**src/rtl/vram_arbiter_if.sv**
```systemverilog
// Signal bundle between the display fetch path, the two writers, the frame RAM
// and vram_arbiter. The arbiter uses the slave view; the surrounding logic uses master.
interface vram_arbiter_if #(
  parameter int ADDR_W = 20,
  parameter int DATA_W = 12
);
  logic              pix_req;
  logic [ADDR_W-1:0] pix_addr;
  logic              pix_vld;
  logic [DATA_W-1:0] pix_data;

  logic              w0_req;
  logic [ADDR_W-1:0] w0_addr;
  logic [DATA_W-1:0] w0_data;
  logic              w0_gnt;

  logic              w1_req;
  logic [ADDR_W-1:0] w1_addr;
  logic [DATA_W-1:0] w1_data;
  logic              w1_gnt;

  logic              ram_en;
  logic              ram_we;
  logic [ADDR_W-1:0] ram_addr;
  logic [DATA_W-1:0] ram_wdata;
  logic [DATA_W-1:0] ram_rdata;

  // Handshake: pix_req transfers one read per asserted cycle; a writer holds
  // wX_req/addr/data until it sees wX_gnt (one word per gnt pulse) and may drop
  // wX_req without a gnt to withdraw.
  modport slave (
    input  pix_req, pix_addr, w0_req, w0_addr, w0_data,
    input  w1_req, w1_addr, w1_data, ram_rdata,
    output pix_vld, pix_data, w0_gnt, w1_gnt,
    output ram_en, ram_we, ram_addr, ram_wdata
  );

  modport master (
    output pix_req, pix_addr, w0_req, w0_addr, w0_data,
    output w1_req, w1_addr, w1_data, ram_rdata,
    input  pix_vld, pix_data, w0_gnt, w1_gnt,
    input  ram_en, ram_we, ram_addr, ram_wdata
  );
endinterface

```
**src/rtl/vram_arbiter.sv**
```systemverilog
// Single-port frame RAM arbiter: display reads always win, two writers share
// the leftover cycles round-robin with a burst cap. All RAM/grant outputs registered.
module vram_arbiter #(
  parameter int ADDR_W    = 20,
  parameter int DATA_W    = 12,
  parameter int RD_LAT    = 1,
  parameter int BURST_MAX = 16
) (
  input  logic                 i_clk,
  input  logic                 i_rst_n,
  vram_arbiter_if.slave        io_bus,
  output logic [1:0]           o_dbg_state
);
  typedef enum logic [1:0] {ST_IDLE, ST_DISP, ST_WR0, ST_WR1} state_t;

  localparam int CNT_W = $clog2(BURST_MAX + 1);
  localparam logic [CNT_W-1:0] BURST_LIM = CNT_W'(BURST_MAX);

  state_t            r_state, w_next;
  logic [CNT_W-1:0]  r_burst, w_burst_next;
  logic              r_rr, w_rr_next;          // 0: writer 0 preferred
  logic              r_sticky, w_sticky_next;  // current run began as a lone grant
  logic              w_sel, w_cur_wr, w_cur_sel, w_both;
  logic [ADDR_W-1:0] w_addr_next;
  logic [DATA_W-1:0] w_wdata_next;

  logic              r_ram_en, r_ram_we, r_gnt0, r_gnt1, r_pix_vld;
  logic [ADDR_W-1:0] r_ram_addr;
  logic [DATA_W-1:0] r_ram_wdata, r_pix_data;
  logic [RD_LAT:0]   r_vsr;

  assign w_cur_wr  = (r_state == ST_WR0) || (r_state == ST_WR1);
  assign w_cur_sel = (r_state == ST_WR1);
  assign w_both    = io_bus.w0_req && io_bus.w1_req;

  always_comb begin
    w_next        = ST_IDLE;
    w_sel         = 1'b0;
    w_rr_next     = r_rr;
    w_sticky_next = 1'b0;
    w_burst_next  = '0;
    w_addr_next   = r_ram_addr;
    w_wdata_next  = r_ram_wdata;
    if (io_bus.pix_req) begin
      w_next      = ST_DISP;
      w_addr_next = io_bus.pix_addr;
    end else if (w_both) begin
      // A run started by a lone writer may continue until the cap; otherwise alternate.
      if (w_cur_wr && (r_burst >= BURST_LIM)) begin
        w_sel = ~w_cur_sel;
      end else if (w_cur_wr && r_sticky) begin
        w_sel         = w_cur_sel;
        w_sticky_next = 1'b1;
      end else begin
        w_sel = r_rr;
      end
      w_rr_next = ~w_sel;
      w_next    = w_sel ? ST_WR1 : ST_WR0;
    end else if (io_bus.w0_req) begin
      w_sel         = 1'b0;
      w_sticky_next = 1'b1;
      w_next        = ST_WR0;
    end else if (io_bus.w1_req) begin
      w_sel         = 1'b1;
      w_sticky_next = 1'b1;
      w_next        = ST_WR1;
    end
    if ((w_next == ST_WR0) || (w_next == ST_WR1)) begin
      w_addr_next  = w_sel ? io_bus.w1_addr : io_bus.w0_addr;
      w_wdata_next = w_sel ? io_bus.w1_data : io_bus.w0_data;
      if (w_cur_wr && (w_sel == w_cur_sel))
        w_burst_next = (r_burst == BURST_LIM) ? r_burst : r_burst + 1'b1;
      else
        w_burst_next = CNT_W'(1);
    end
  end

  always_ff @(posedge i_clk or negedge i_rst_n) begin
    if (!i_rst_n) begin
      r_state     <= ST_IDLE;
      r_burst     <= '0;
      r_rr        <= 1'b0;
      r_sticky    <= 1'b0;
      r_ram_en    <= 1'b0;
      r_ram_we    <= 1'b0;
      r_ram_addr  <= '0;
      r_ram_wdata <= '0;
      r_gnt0      <= 1'b0;
      r_gnt1      <= 1'b0;
      r_vsr       <= '0;
      r_pix_vld   <= 1'b0;
      r_pix_data  <= '0;
    end else begin
      r_state     <= w_next;
      r_burst     <= w_burst_next;
      r_rr        <= w_rr_next;
      r_sticky    <= w_sticky_next;
      r_ram_en    <= (w_next != ST_IDLE);
      r_ram_we    <= (w_next == ST_WR0) || (w_next == ST_WR1);
      r_ram_addr  <= w_addr_next;
      r_ram_wdata <= w_wdata_next;
      r_gnt0      <= (w_next == ST_WR0);
      r_gnt1      <= (w_next == ST_WR1);
      // Tag each read; the tag reaches the tail when RAM data is valid.
      r_vsr       <= {r_vsr[RD_LAT-1:0], (w_next == ST_DISP)};
      r_pix_vld   <= r_vsr[RD_LAT];
      if (r_vsr[RD_LAT])
        r_pix_data <= io_bus.ram_rdata;
    end
  end

  assign io_bus.ram_en    = r_ram_en;
  assign io_bus.ram_we    = r_ram_we;
  assign io_bus.ram_addr  = r_ram_addr;
  assign io_bus.ram_wdata = r_ram_wdata;
  assign io_bus.w0_gnt    = r_gnt0;
  assign io_bus.w1_gnt    = r_gnt1;
  assign io_bus.pix_vld   = r_pix_vld;
  assign io_bus.pix_data  = r_pix_data;
  assign o_dbg_state      = r_state;
endmodule

```
**src/flat_wrapper.sv**
```systemverilog
// flat-port wrapper written by rule: the top's interface ports become plain ports
module vram_arbiter_flat 
#(
  parameter int ADDR_W    = 20,
  parameter int DATA_W    = 12,
  parameter int RD_LAT    = 1,
  parameter int BURST_MAX = 16
)
  (i_clk, i_rst_n, o_dbg_state, io_bus_pix_req, io_bus_pix_addr, io_bus_w0_req, io_bus_w0_addr, io_bus_w0_data, io_bus_w1_req, io_bus_w1_addr, io_bus_w1_data, io_bus_ram_rdata, io_bus_pix_vld, io_bus_pix_data, io_bus_w0_gnt, io_bus_w1_gnt, io_bus_ram_en, io_bus_ram_we, io_bus_ram_addr, io_bus_ram_wdata);
  vram_arbiter_if #(.ADDR_W(ADDR_W), .DATA_W(DATA_W)) io_bus_i ();
  input  logic i_clk;
  input  logic i_rst_n;
  output logic [1:0] o_dbg_state;
  input wire logic [$bits(io_bus_i.pix_req)-1:0] io_bus_pix_req;
  input wire logic [$bits(io_bus_i.pix_addr)-1:0] io_bus_pix_addr;
  input wire logic [$bits(io_bus_i.w0_req)-1:0] io_bus_w0_req;
  input wire logic [$bits(io_bus_i.w0_addr)-1:0] io_bus_w0_addr;
  input wire logic [$bits(io_bus_i.w0_data)-1:0] io_bus_w0_data;
  input wire logic [$bits(io_bus_i.w1_req)-1:0] io_bus_w1_req;
  input wire logic [$bits(io_bus_i.w1_addr)-1:0] io_bus_w1_addr;
  input wire logic [$bits(io_bus_i.w1_data)-1:0] io_bus_w1_data;
  input wire logic [$bits(io_bus_i.ram_rdata)-1:0] io_bus_ram_rdata;
  output wire logic [$bits(io_bus_i.pix_vld)-1:0] io_bus_pix_vld;
  output wire logic [$bits(io_bus_i.pix_data)-1:0] io_bus_pix_data;
  output wire logic [$bits(io_bus_i.w0_gnt)-1:0] io_bus_w0_gnt;
  output wire logic [$bits(io_bus_i.w1_gnt)-1:0] io_bus_w1_gnt;
  output wire logic [$bits(io_bus_i.ram_en)-1:0] io_bus_ram_en;
  output wire logic [$bits(io_bus_i.ram_we)-1:0] io_bus_ram_we;
  output wire logic [$bits(io_bus_i.ram_addr)-1:0] io_bus_ram_addr;
  output wire logic [$bits(io_bus_i.ram_wdata)-1:0] io_bus_ram_wdata;
  assign io_bus_i.pix_req = io_bus_pix_req;
  assign io_bus_i.pix_addr = io_bus_pix_addr;
  assign io_bus_i.w0_req = io_bus_w0_req;
  assign io_bus_i.w0_addr = io_bus_w0_addr;
  assign io_bus_i.w0_data = io_bus_w0_data;
  assign io_bus_i.w1_req = io_bus_w1_req;
  assign io_bus_i.w1_addr = io_bus_w1_addr;
  assign io_bus_i.w1_data = io_bus_w1_data;
  assign io_bus_i.ram_rdata = io_bus_ram_rdata;
  assign io_bus_pix_vld = io_bus_i.pix_vld;
  assign io_bus_pix_data = io_bus_i.pix_data;
  assign io_bus_w0_gnt = io_bus_i.w0_gnt;
  assign io_bus_w1_gnt = io_bus_i.w1_gnt;
  assign io_bus_ram_en = io_bus_i.ram_en;
  assign io_bus_ram_we = io_bus_i.ram_we;
  assign io_bus_ram_addr = io_bus_i.ram_addr;
  assign io_bus_ram_wdata = io_bus_i.ram_wdata;
  vram_arbiter #(.ADDR_W(ADDR_W), .DATA_W(DATA_W), .RD_LAT(RD_LAT), .BURST_MAX(BURST_MAX)) u_core (.i_clk(i_clk), .i_rst_n(i_rst_n), .io_bus(io_bus_i), .o_dbg_state(o_dbg_state));
endmodule
```
**config.mk**
```make
export PLATFORM = sky130hd
export DESIGN_NAME = vram_arbiter_flat
export DESIGN_NICKNAME = d
export VERILOG_FILES = /design/src/rtl/vram_arbiter_if.sv /design/src/rtl/vram_arbiter.sv /design/src/flat_wrapper.sv
export SDC_FILE = /design/constraint.sdc
export NUM_CORES = 1
export LEC_CHECK = 0
export CAP_MARGIN = 10
export CORE_AREA = 2 2 88 90
export DETAILED_ROUTE_END_ITERATION = 7
export DIE_AREA = 0 0 90 92
export GPL_TIMING_DRIVEN = 0
export PLACE_DENSITY = 0.94
export SLEW_MARGIN = 20
export SYNTH_ARGS = -nofsm -noshare
export SYNTH_HDL_FRONTEND = slang
export SYNTH_SLANG_ARGS = --single-unit
```
**constraint.sdc**
```tcl
create_clock -name i_clk -period 4.7 [get_ports i_clk]
set_clock_uncertainty 0.1 [all_clocks]
set_input_delay 0.705 -clock i_clk [delete_from_list [all_inputs] [get_ports i_clk]]
set_output_delay 0.705 -clock i_clk [all_outputs]
set_load 0.05 [all_outputs]
```
==> flow_summary.ini <==
[grt]
grt_usage_pct = 24.2
grt_util_met2_pct = 43.1
grt_use_met1_pct = 28.3
grt_use_met3_pct = 5.67
busiest_layer = met2
grt_pass1_vias = 3283
grt_pass1_wl_um = 15900
antenna_found_initial = 0
grt_start_max_net_pins = 44
grt_overflow = 0

[placement]
gp_congestion = 0.812
portBuffers = 150
pre_cts_slack_ns = 1.99
hpwl_um = 7300

[clock_network]
cts_tree = yes
htreeDepth = 3
cts_resized = 0
path_clk_slew_ns = 0.07
post_cts_buffers = 0
clock_latency_ns = 0.33
cts_root_buffer = clkbuf_8
numCtsBuffers = 9
clock_sinks = 60
postCtsHoldBufs = 0
clk_path_buf_depth = 2

[layout]
seq_area_um2 = 1500
area_delta_synth_final_pct = 59.4
fillers = 568
fin_util_pct = 67.9
fin_nets = 543
diodes = 0
multi_input_area_um2 = 1510
drive_gt1_share_pct = 20.2

[sta]
finalMaxSlewViolations = 0
finalSetupTns_ns = 0
hold_ws_ns = 0.144
min_period_ns = 2.59
worst_pin_slew_ns = 0.563
setup_ws_ns = 2.11
fin_crit_sh_pct = 55.1
slew_headroom_pct = 62.4
hold_violations = 0
rsz0062_at_grt = false
fmax_ghz = 0.386
setup_viol = 0

[synth]
yosysTopAreaCellShare_pct = 47.3
synth_seq_cells = 60
syn_avg_cell_area_um2 = 11.4
synthCells = 278
synth_ff_type = dfrtp_1
ys_top_cells_by_count = dfrtp_1, mux2_2, nor2_1
ys_warn_count = 0
synth_cell_type_count = 40
synthArstFlopShare_pct = 100
synthSimpleGateAreaFrac_pct = 13.3
ys_seq_area_share_pct = 47.3
synth_edf_count = 0
synth_compound_area_share_pct = 20.9
synth.most_common_cell = dfrtp_1
synthXorXnorAreaFrac_pct = 0.828
synth_mux_area_share_pct = 11.7
synthTopCellsByArea = dfrtp_1, mux2_2, a211oi_2
netlist_area_um2 = 3170
synth_top_area_cell = dfrtp_1
synth_nets = 381
yosys.area_share.adder_pct = 0.789
synth_top_family_by_area = compound AO/OA/AOI/OAI gates

[critical_path]
worstSetupPathType = reg2out
critPathLaunch = u_core.o_dbg_state[1]
worstPathCellList = clkdlybuf4s50_1
cp_max_fo = 9
rr_startpoint = u_core.o_dbg_state[0]
slowest_stage = clkdlybuf4s50_1
crit_path_max_incr_delay_ns = 0.90
crit_required_ns = 3.89
critical_path.endpoint_type = primary output
arrival_ns = 1.79
crit_buf_inv = 1
cpLargestDelayFamily = buffers and inverters
startpoint_type = register

[detailed_routing]
drtIter0Drc = 192
avgRoutedWirePerCell_um = 18.1
via_per_inst = 5.44
drcViolationCount = 0
ant_nets = 0
vias = 2977
drt_wl_total_um = 9880
dr.pass1.iters = 5

[status]
status = complete, no violations

[die]
dieArea_um2 = 8280
row_count = 32
core_um2 = 7450
die_x_um = 90
ios = 152
die_h_um = 92
initial_core_util_pct = 42.6

[power]
total_power_w = 0.00178
powerDensity_nw_per_um2 = 352
power.leakage_nw = 1.95
ir_drop_v = 0.000194

[job]
cap_violations = 0

[worst_hold_path]
hold_path.class = in2async
routing by layer:
metal	part of all wire (%)	vias to the layer above
li1	-	1375
met1	40	1408
met2	51	177
met3	7.6	17
met4	1.5	0
met5	0	-
layout by cell type (no fill, tap or decap), types with 3 or more instances in the layout:
cell type,instances
buf_2,4
mux2_2,32
dfrtp_1,60
nor2_1,22
nand3_1,3
a21oi_1,5
clkbuf_1,11
clkdlybuf4s50_1,149
o221a_1,12
inv_1,6
buf_6,3
nand2_1,6
a211oi_2,20
nand2b_1,14
nor4_1,20
o22ai_1,20
clkbuf_8,9
bufinv_16,3
o31ai_1,3
buf_4,5
inv_2,3
nand3b_1,3
through the flow:
| stage | cells | area [um2] |
|---|---|---|
| floorplan | 278 | 3170 |
| global placement | 530 | 4800 |
| detailed placement | 531 | 4820 |
| CTS | 547 | 5060 |
| global route | 547 | 5060 |
| finish | 547 | 5060 |
final timing paths:
| check | slack [ns] | endpoint | depth (start not counted) |
|---|---|---|---|
| min in group i_clk | 0.25 | u_core.r_vsr[1] | 0 |
| min | 0.14 | u_core.io_bus.ram_addr[18] | 1 |
| max in group asynchronous | 3.86 | u_core.io_bus.ram_addr[4] | 2 |
| max reg2reg | 2.62 | u_core.io_bus.ram_addr[18] | 6 |
| max | 2.11 | o_dbg_state[1] | 1 |
| min reg2reg | 0.25 | u_core.r_vsr[1] | 0 |
power by group:
group	switching (W)	internal, W
combinational	0.000355	0.000264
sequential	0.0000350	0.000574
clock	0.000203	0.000350
total	0.000593	0.00119
registers in the layout (all words and copies together), names as in the netlist:
signal,count
u_core.io_bus.pix_data,12
u_core.io_bus.ram_wdata,12
u_core.io_bus.w0_gnt,1
u_core.r_sticky,1
u_core.io_bus.w1_gnt,1
u_core.io_bus.pix_vld,1
u_core.o_dbg_state,2
u_core.io_bus.ram_we,1
u_core.r_burst,5
u_core.io_bus.ram_addr,20
u_core.r_rr,1
u_core.io_bus.ram_en,1
u_core.r_vsr,2
cells by family after synthesis:
family | Yosys count
buffers and inverters | 32
muxes | 33
DFF | 60
and+or+nand+nor | 77
AOI/OAI and AO/OA | 71
xor gates and xnor gates | 3
adders and majority gates | 2
layout make-up:
class                   instances  share of cell area (%)
plain buffers                  23                    2.55
clock inverters                 7                    2.28
inverters                       9                   0.668
multi-input cells             186                    29.8
well taps                     102                    2.52
repair buffers                151                    30.0
flip-flops and latches         60                    29.7
clock buffers                   9                    2.45
Note: power is estimated with default switching activity, not from simulation.
==> RTL edit 1, RTL diff (same settings) <==
`ADDR_W` is set to 20 in 3 places; all go to 10.
--- a/src/rtl/vram_arbiter_if.sv
+++ b/src/rtl/vram_arbiter_if.sv
@@ -2,5 +2,5 @@
 // and vram_arbiter. The arbiter uses the slave view; the surrounding logic uses master.
 interface vram_arbiter_if #(
-  parameter int ADDR_W = 20,
+  parameter int ADDR_W = 10,
   parameter int DATA_W = 12
 );
--- a/src/rtl/vram_arbiter.sv
+++ b/src/rtl/vram_arbiter.sv
@@ -2,5 +2,5 @@
 // the leftover cycles round-robin with a burst cap. All RAM/grant outputs registered.
 module vram_arbiter #(
-  parameter int ADDR_W    = 20,
+  parameter int ADDR_W    = 10,
   parameter int DATA_W    = 12,
   parameter int RD_LAT    = 1,
--- a/src/flat_wrapper.sv
+++ b/src/flat_wrapper.sv
@@ -2,5 +2,5 @@
 module vram_arbiter_flat 
 #(
-  parameter int ADDR_W    = 20,
+  parameter int ADDR_W    = 10,
   parameter int DATA_W    = 12,
   parameter int RD_LAT    = 1,
Ports: changed (resized io_bus_pix_addr, io_bus_ram_addr, io_bus_w0_addr and io_bus_w1_addr); port bits go from 152 to 112. The function was not compared with the original's and may differ.
==> RTL edit 1 against the original RTL <==
  * Combinational power fell by 29%
  * Routed wire length fell by 31%
  * Highest routed layer unchanged
  * Largest power group is now sequential cells
  * Sequential cell count fell by 10
  * Total power fell by 30%
  * Area after synthesis fell by 25%
  * Largest cell class is now registers
  * Setup slack got worse by 0.0021 ns
  * Cell area fell by 27%
  * Sequential power fell by 17%
==> RTL edit 1: results (changes against the original RTL) <==
Run status
Run status: completed (unchanged).

Global routing
The overall global routing resource usage is 0.163 (was 0.242). The met3 layer usage reported by global route is 0.0592 (was 0.0567). The maximum number of pins on one net before global-route repair is 27 (was 44). The met1 capacity usage during global routing is 0.185 (was 0.283). The first-pass GRT wire length is 10.7 mm (was 15.9 mm).

Critical path
The longest individual stage delay on the worst path is 0.47 ns (was 0.90 ns). The signal arrival time at the worst endpoint is 2.73 ns (was 1.79 ns).

Cells and area
The final cell count without fillers came to 415 (was 547). The number of fillers in the final layout is 677 (was 568). The share of final-layout standard cells stronger than drive strength 1 is 0.105 (was 0.202).

Timing
The headroom to the max-slew limit was 0.582 (was 0.624).

Place
The count of placed standard cells including taps was 407 (was 531). The number of port buffers is 109 (was 150). The weighted congestion at the end of routability-driven global placement is 0.859 (was 0.812).

Route
The routed length per instance is 16.4 um (was 18.1 um).

CTS
The clock input transition at the sequential cells of the worst setup and hold paths is 0.09 ns (was 0.07 ns). The clock latency at the later pin of the worst-skew pair is 0.30 ns (was 0.33 ns). The number of buffers created by CTS is 5 (was 9). The H-tree depth is 2 (was 3).

Synthesis
Leading cell types by count after synthesis: 50 x dfrtp_1, 22 x o221a_1, 13 x nand2b_1 (was 60 x dfrtp_1, 32 x mux2_2, 22 x nor2_1). The number of distinct library cells after synthesis is 39 (was 40). Area contributors post-synth: dfrtp_1 53%, o221a_1 10%, mux2_2 5.7% (was dfrtp_1 47%, mux2_2 11%, a211oi_2 7.9%). The sequential-to-total area share from yosys stat was 0.528 (was 0.473).

Pwr
The highest ir drop seen on vdd came to 0.123 mV (was 0.194 mV). The static power due to leakage is 1.53 nW (was 1.95 nW).

Hold path
The type of the most critical hold path is register to register (was input port to asynchronous set/reset pin).
## RTL edit 1: routing by layer
layer / vias to the layer above / wire (um)
met5: - / 0
met4: 0 / 116
met3: 9 / 558
met2: 111 / 3390
met1: 1032 / 2760
li1: 957 / -
## RTL edit 1: critical path: cells and delay by family
family                 cells  cell delay (ns)
buffers and inverters      3             1.21
AO/OA/AOI/OAI              2             0.62
AND/OR/NAND/NOR            1             0.18
## RTL edit 1: path summary, 6_finish.rpt
| kind | start | endpoint | slack (ns) | depth (start not counted) |
|---|---|---|---|---|
| setup / recovery | io_bus_w1_req | u_core.io_bus.ram_wdata[5] | 2.11 | 6 |
| hold / removal | u_core.r_vsr[0] | u_core.r_vsr[1] | 0.25 | 0 |
| setup reg to reg | u_core.o_dbg_state[0] | u_core.io_bus.ram_wdata[5] | 2.66 | 5 |
| min in group asynchronous | i_rst_n | u_core.io_bus.ram_we | 0.29 | 1 |
| hold reg to reg | u_core.r_vsr[0] | u_core.r_vsr[1] | 0.25 | 0 |
| max in group asynchronous | i_rst_n | u_core.r_burst[3] | 3.68 | 2 |
## RTL edit 1: cells by family (layout without fill, tap and decap cells)
family | Yosys count | in the layout | synth area share
AO/OA/AOI/OAI | 57 | 57 | 0.206
flip-flops | 50 | 50 | 0.528
AND/OR/NAND/NOR | 35 | 35 | 0.0882
multiplexers | 24 | 24 | 0.108
buffers and inverters | 23 | 141 | 0.0444
XOR/XNOR | 4 | 4 | 0.0148
adder cells (fa/ha/maj) | 2 | 2 | 0.0106
## RTL edit 1: metrics by stage
step           worst slack (ns)  hold slack, ns  instance area (sq um)   util
3_3_place_gp               1.40           0.235                   3590  0.482
2_1_floorplan              2.75           0.231                   2370      -
5_1_grt                    2.03           0.277                   3720  0.499
3_5_place_dp               1.85           0.235                   3600  0.484
6_report                   2.11           0.254                   3720  0.499
4_1_cts                    2.15           0.256                   3720  0.499
## RTL edit 1: report_power, final
group	leakage, nW	internal [mW]	switching, mW
logic	0.887	0.187	0.254
registers	0.590	0.476	0.0277
clock network	0.0504	0.158	0.148
total	1.53	0.821	0.430
## RTL edit 1: cell type report
cell class                 instances  share of cell area
sequential                        50               0.337
timing repair buffer             110               0.298
multi-input combinational        122               0.272
tap                              102              0.0343
clock buffer                       5              0.0185
buffer                            13              0.0182
clock inverter                     3              0.0121
inverter                          10              0.0101
==> RTL edit 2, RTL diff (config.mk and constraints unchanged) <==
Without the edit above. Take the reset off `r_ram_addr` and load it in a clocked block of its own.
--- a/src/rtl/vram_arbiter.sv
+++ b/src/rtl/vram_arbiter.sv
@@ -84,5 +84,4 @@
       r_ram_en    <= 1'b0;
       r_ram_we    <= 1'b0;
-      r_ram_addr  <= '0;
       r_ram_wdata <= '0;
       r_gnt0      <= 1'b0;
@@ -98,5 +97,4 @@
       r_ram_en    <= (w_next != ST_IDLE);
       r_ram_we    <= (w_next == ST_WR0) || (w_next == ST_WR1);
-      r_ram_addr  <= w_addr_next;
       r_ram_wdata <= w_wdata_next;
       r_gnt0      <= (w_next == ST_WR0);
@@ -108,4 +106,8 @@
         r_pix_data <= io_bus.ram_rdata;
     end
+  end
+
+  always_ff @(posedge i_clk) begin
+    r_ram_addr <= w_addr_next;
   end
 
Check against the original RTL: not equivalent (a bounded check fails within 4 cycles, from zero or initial values and one cycle with i_rst_n low).
==> RTL edit 2 against the original RTL <==
  * Routed wire length fell by 14%
  * Largest power group is now sequential cells
  * Sequential cell count did not move
  * Total power fell by 5.9%
  * Area after synthesis fell by 14%
  * Largest cell class unchanged
  * Register-to-register slack got worse by 0.08 ns
  * Setup slack improved by 0.039 ns
  * Cell area fell by 8.5%
  * Cell count fell by 6.0%
==> RTL edit 2: results (changes against the original RTL) <==
Place
The total cell area at the placement stage is 4400 sq um (was 4820 sq um). The weighted congestion at the end of routability-driven global placement is 0.831 (was 0.812). The count of placed standard cells including taps was 498 (was 531). The placed wire-length estimate after detailed placement is 6.42 mm (was 7.30 mm).

Synthesis
The number of flops mapped to enable cells by yosys was 20 (was 0). The mean instance size in the synthesized netlist is 11.2 sq um (was 11.4 sq um). Area contributors post-synth: dfrtp_1 36%, edfxtp_1 22%, o22ai_1 7.3% (was dfrtp_1 47%, mux2_2 11%, a211oi_2 7.9%). The sequential-to-total area share from yosys stat is 0.584 (was 0.473). The fraction of registers with async set/reset was 0.667 (was 1.00). Leading cell types by count after synthesis: 40 x dfrtp_1, 33 x nand2_1, 32 x o22ai_1 (was 60 x dfrtp_1, 32 x mux2_2, 22 x nor2_1). The number of distinct library cells after synthesis is 39 (was 40). The number of nets produced by synthesis is 348 (was 381).

Critical path
The termination of the worst setup path is u_core.io_bus.ram_addr[11] (was o_dbg_state[1]). The worst reg-to-reg setup slack is 2.54 ns (was 2.62 ns). The cell count of the worst reg-to-reg path is 8 (was 6). The reg-to-reg critical path endpoint is u_core.io_bus.ram_addr[0] (was u_core.io_bus.ram_addr[18]). The maximum fanout along the worst path is 10 (was 9). The longest individual stage delay on the worst path is 0.67 ns (was 0.90 ns).

Cells and area
The share of final-layout standard cells stronger than drive strength 1 is 0.114 (was 0.202). The total number of nets in the final design is 510 (was 543). The flip-flop count of the largest register, all copies and words added is 20 (unchanged).

Route
The total wire length came to 8.54 mm (was 9.88 mm). The sum of met2 wire segment lengths after detailed routing is 4.62 mm (was 5.03 mm). The via count of the routed design came to 2,595 (was 2,977).

The wire length the detailed router placed on met1 is 3.15 mm (was 3.96 mm). The first-iteration detailed-routing DRC count was 138 (was 192). The met3 routed wirelength is 591 um (was 754 um).

Global routing
The maximum number of pins on one net before global-route repair is 25 (was 44). The met1 capacity usage during global routing is 0.243 (was 0.283). The met2 global-route usage is 0.361 (was 0.431).

The overall global routing resource usage is 0.208 (was 0.242). The via count of the first global-routing pass is 2,670 (was 3,283). The first-pass GRT wire length was 13.5 mm (was 15.9 mm).

CTS
The maximum buffer depth of the clock tree is 2 (unchanged).

Pwr
The internal portion of total power is 1.15 mW (was 1.19 mW).

Run status
Run status: completed (unchanged).

Timing
The headroom to the max-slew limit came to 0.390 (was 0.624). The post-route worst hold slack is 0.222 ns (was 0.144 ns).
[RTL edit 2: cell types whose count changed after synthesis, moves of 12 or more]
cell | before | now
nand2_1 | 6 | 33
nand2b_1 | 14 | 1
mux2_2 | 32 | 13
o22ai_1 | 20 | 32
o21ai_1 | 2 | 29
nor2_1 | 22 | 5
o221a_1 | 12 | 0
edfxtp_1 | 0 | 20
nor4_1 | 20 | 0
dfrtp_1 | 60 | 40
a211oi_2 | 20 | 0
[RTL edit 2: critical path: cells and delay by family]
| family | cells | cell delay (ns) |
|---|---|---|
| buf+inv | 3 | 1.38 |
| simple gates | 1 | 0.14 |
| compound gates | 2 | 0.39 |
[RTL edit 2: through the flow]
step / setup slack [ns] / utilization
after global routing: 1.96 / 0.622
final: 2.15 / 0.622
after floorplan: 2.49 / -
after detailed placement: 1.86 / 0.590
after global placement: 1.83 / 0.587
after CTS: 2.20 / 0.622
[RTL edit 2: area by class of cell]
class / count / area, sq um
sequential: 60 / 1600
multi-input combinational: 158 / 996
inverter: 7 / 26.3
clock inverter: 4 / 70.1
fill: 595 / 2820
clock buffer: 12 / 165
tap: 102 / 128
buffer: 20 / 120
timing repair buffer: 151 / 1520
[RTL edit 2: kinds of logic after synthesis]
group | after synthesis | share of synthesized area
AOI/OAI and AO/OA | 80 | 0.177
DFF | 60 | 0.584
and+or+nand+nor | 57 | 0.103
buffers and inverters | 27 | 0.0534
muxes | 16 | 0.0643
xor gates and xnor gates | 3 | 0.00958
adders and majority gates | 2 | 0.00912
[RTL edit 2: power by group through the flow]
stage / clock network, mW / registers (mW) / logic [mW]
after floorplan: 0 / 0.804 / 0.114
after global placement: 0 / 0.631 / 0.497
after detailed placement: 0 / 0.635 / 0.509
after CTS: 0.554 / 0.624 / 0.511
after global routing: 0.570 / 0.630 / 0.535
final: 0.541 / 0.625 / 0.510
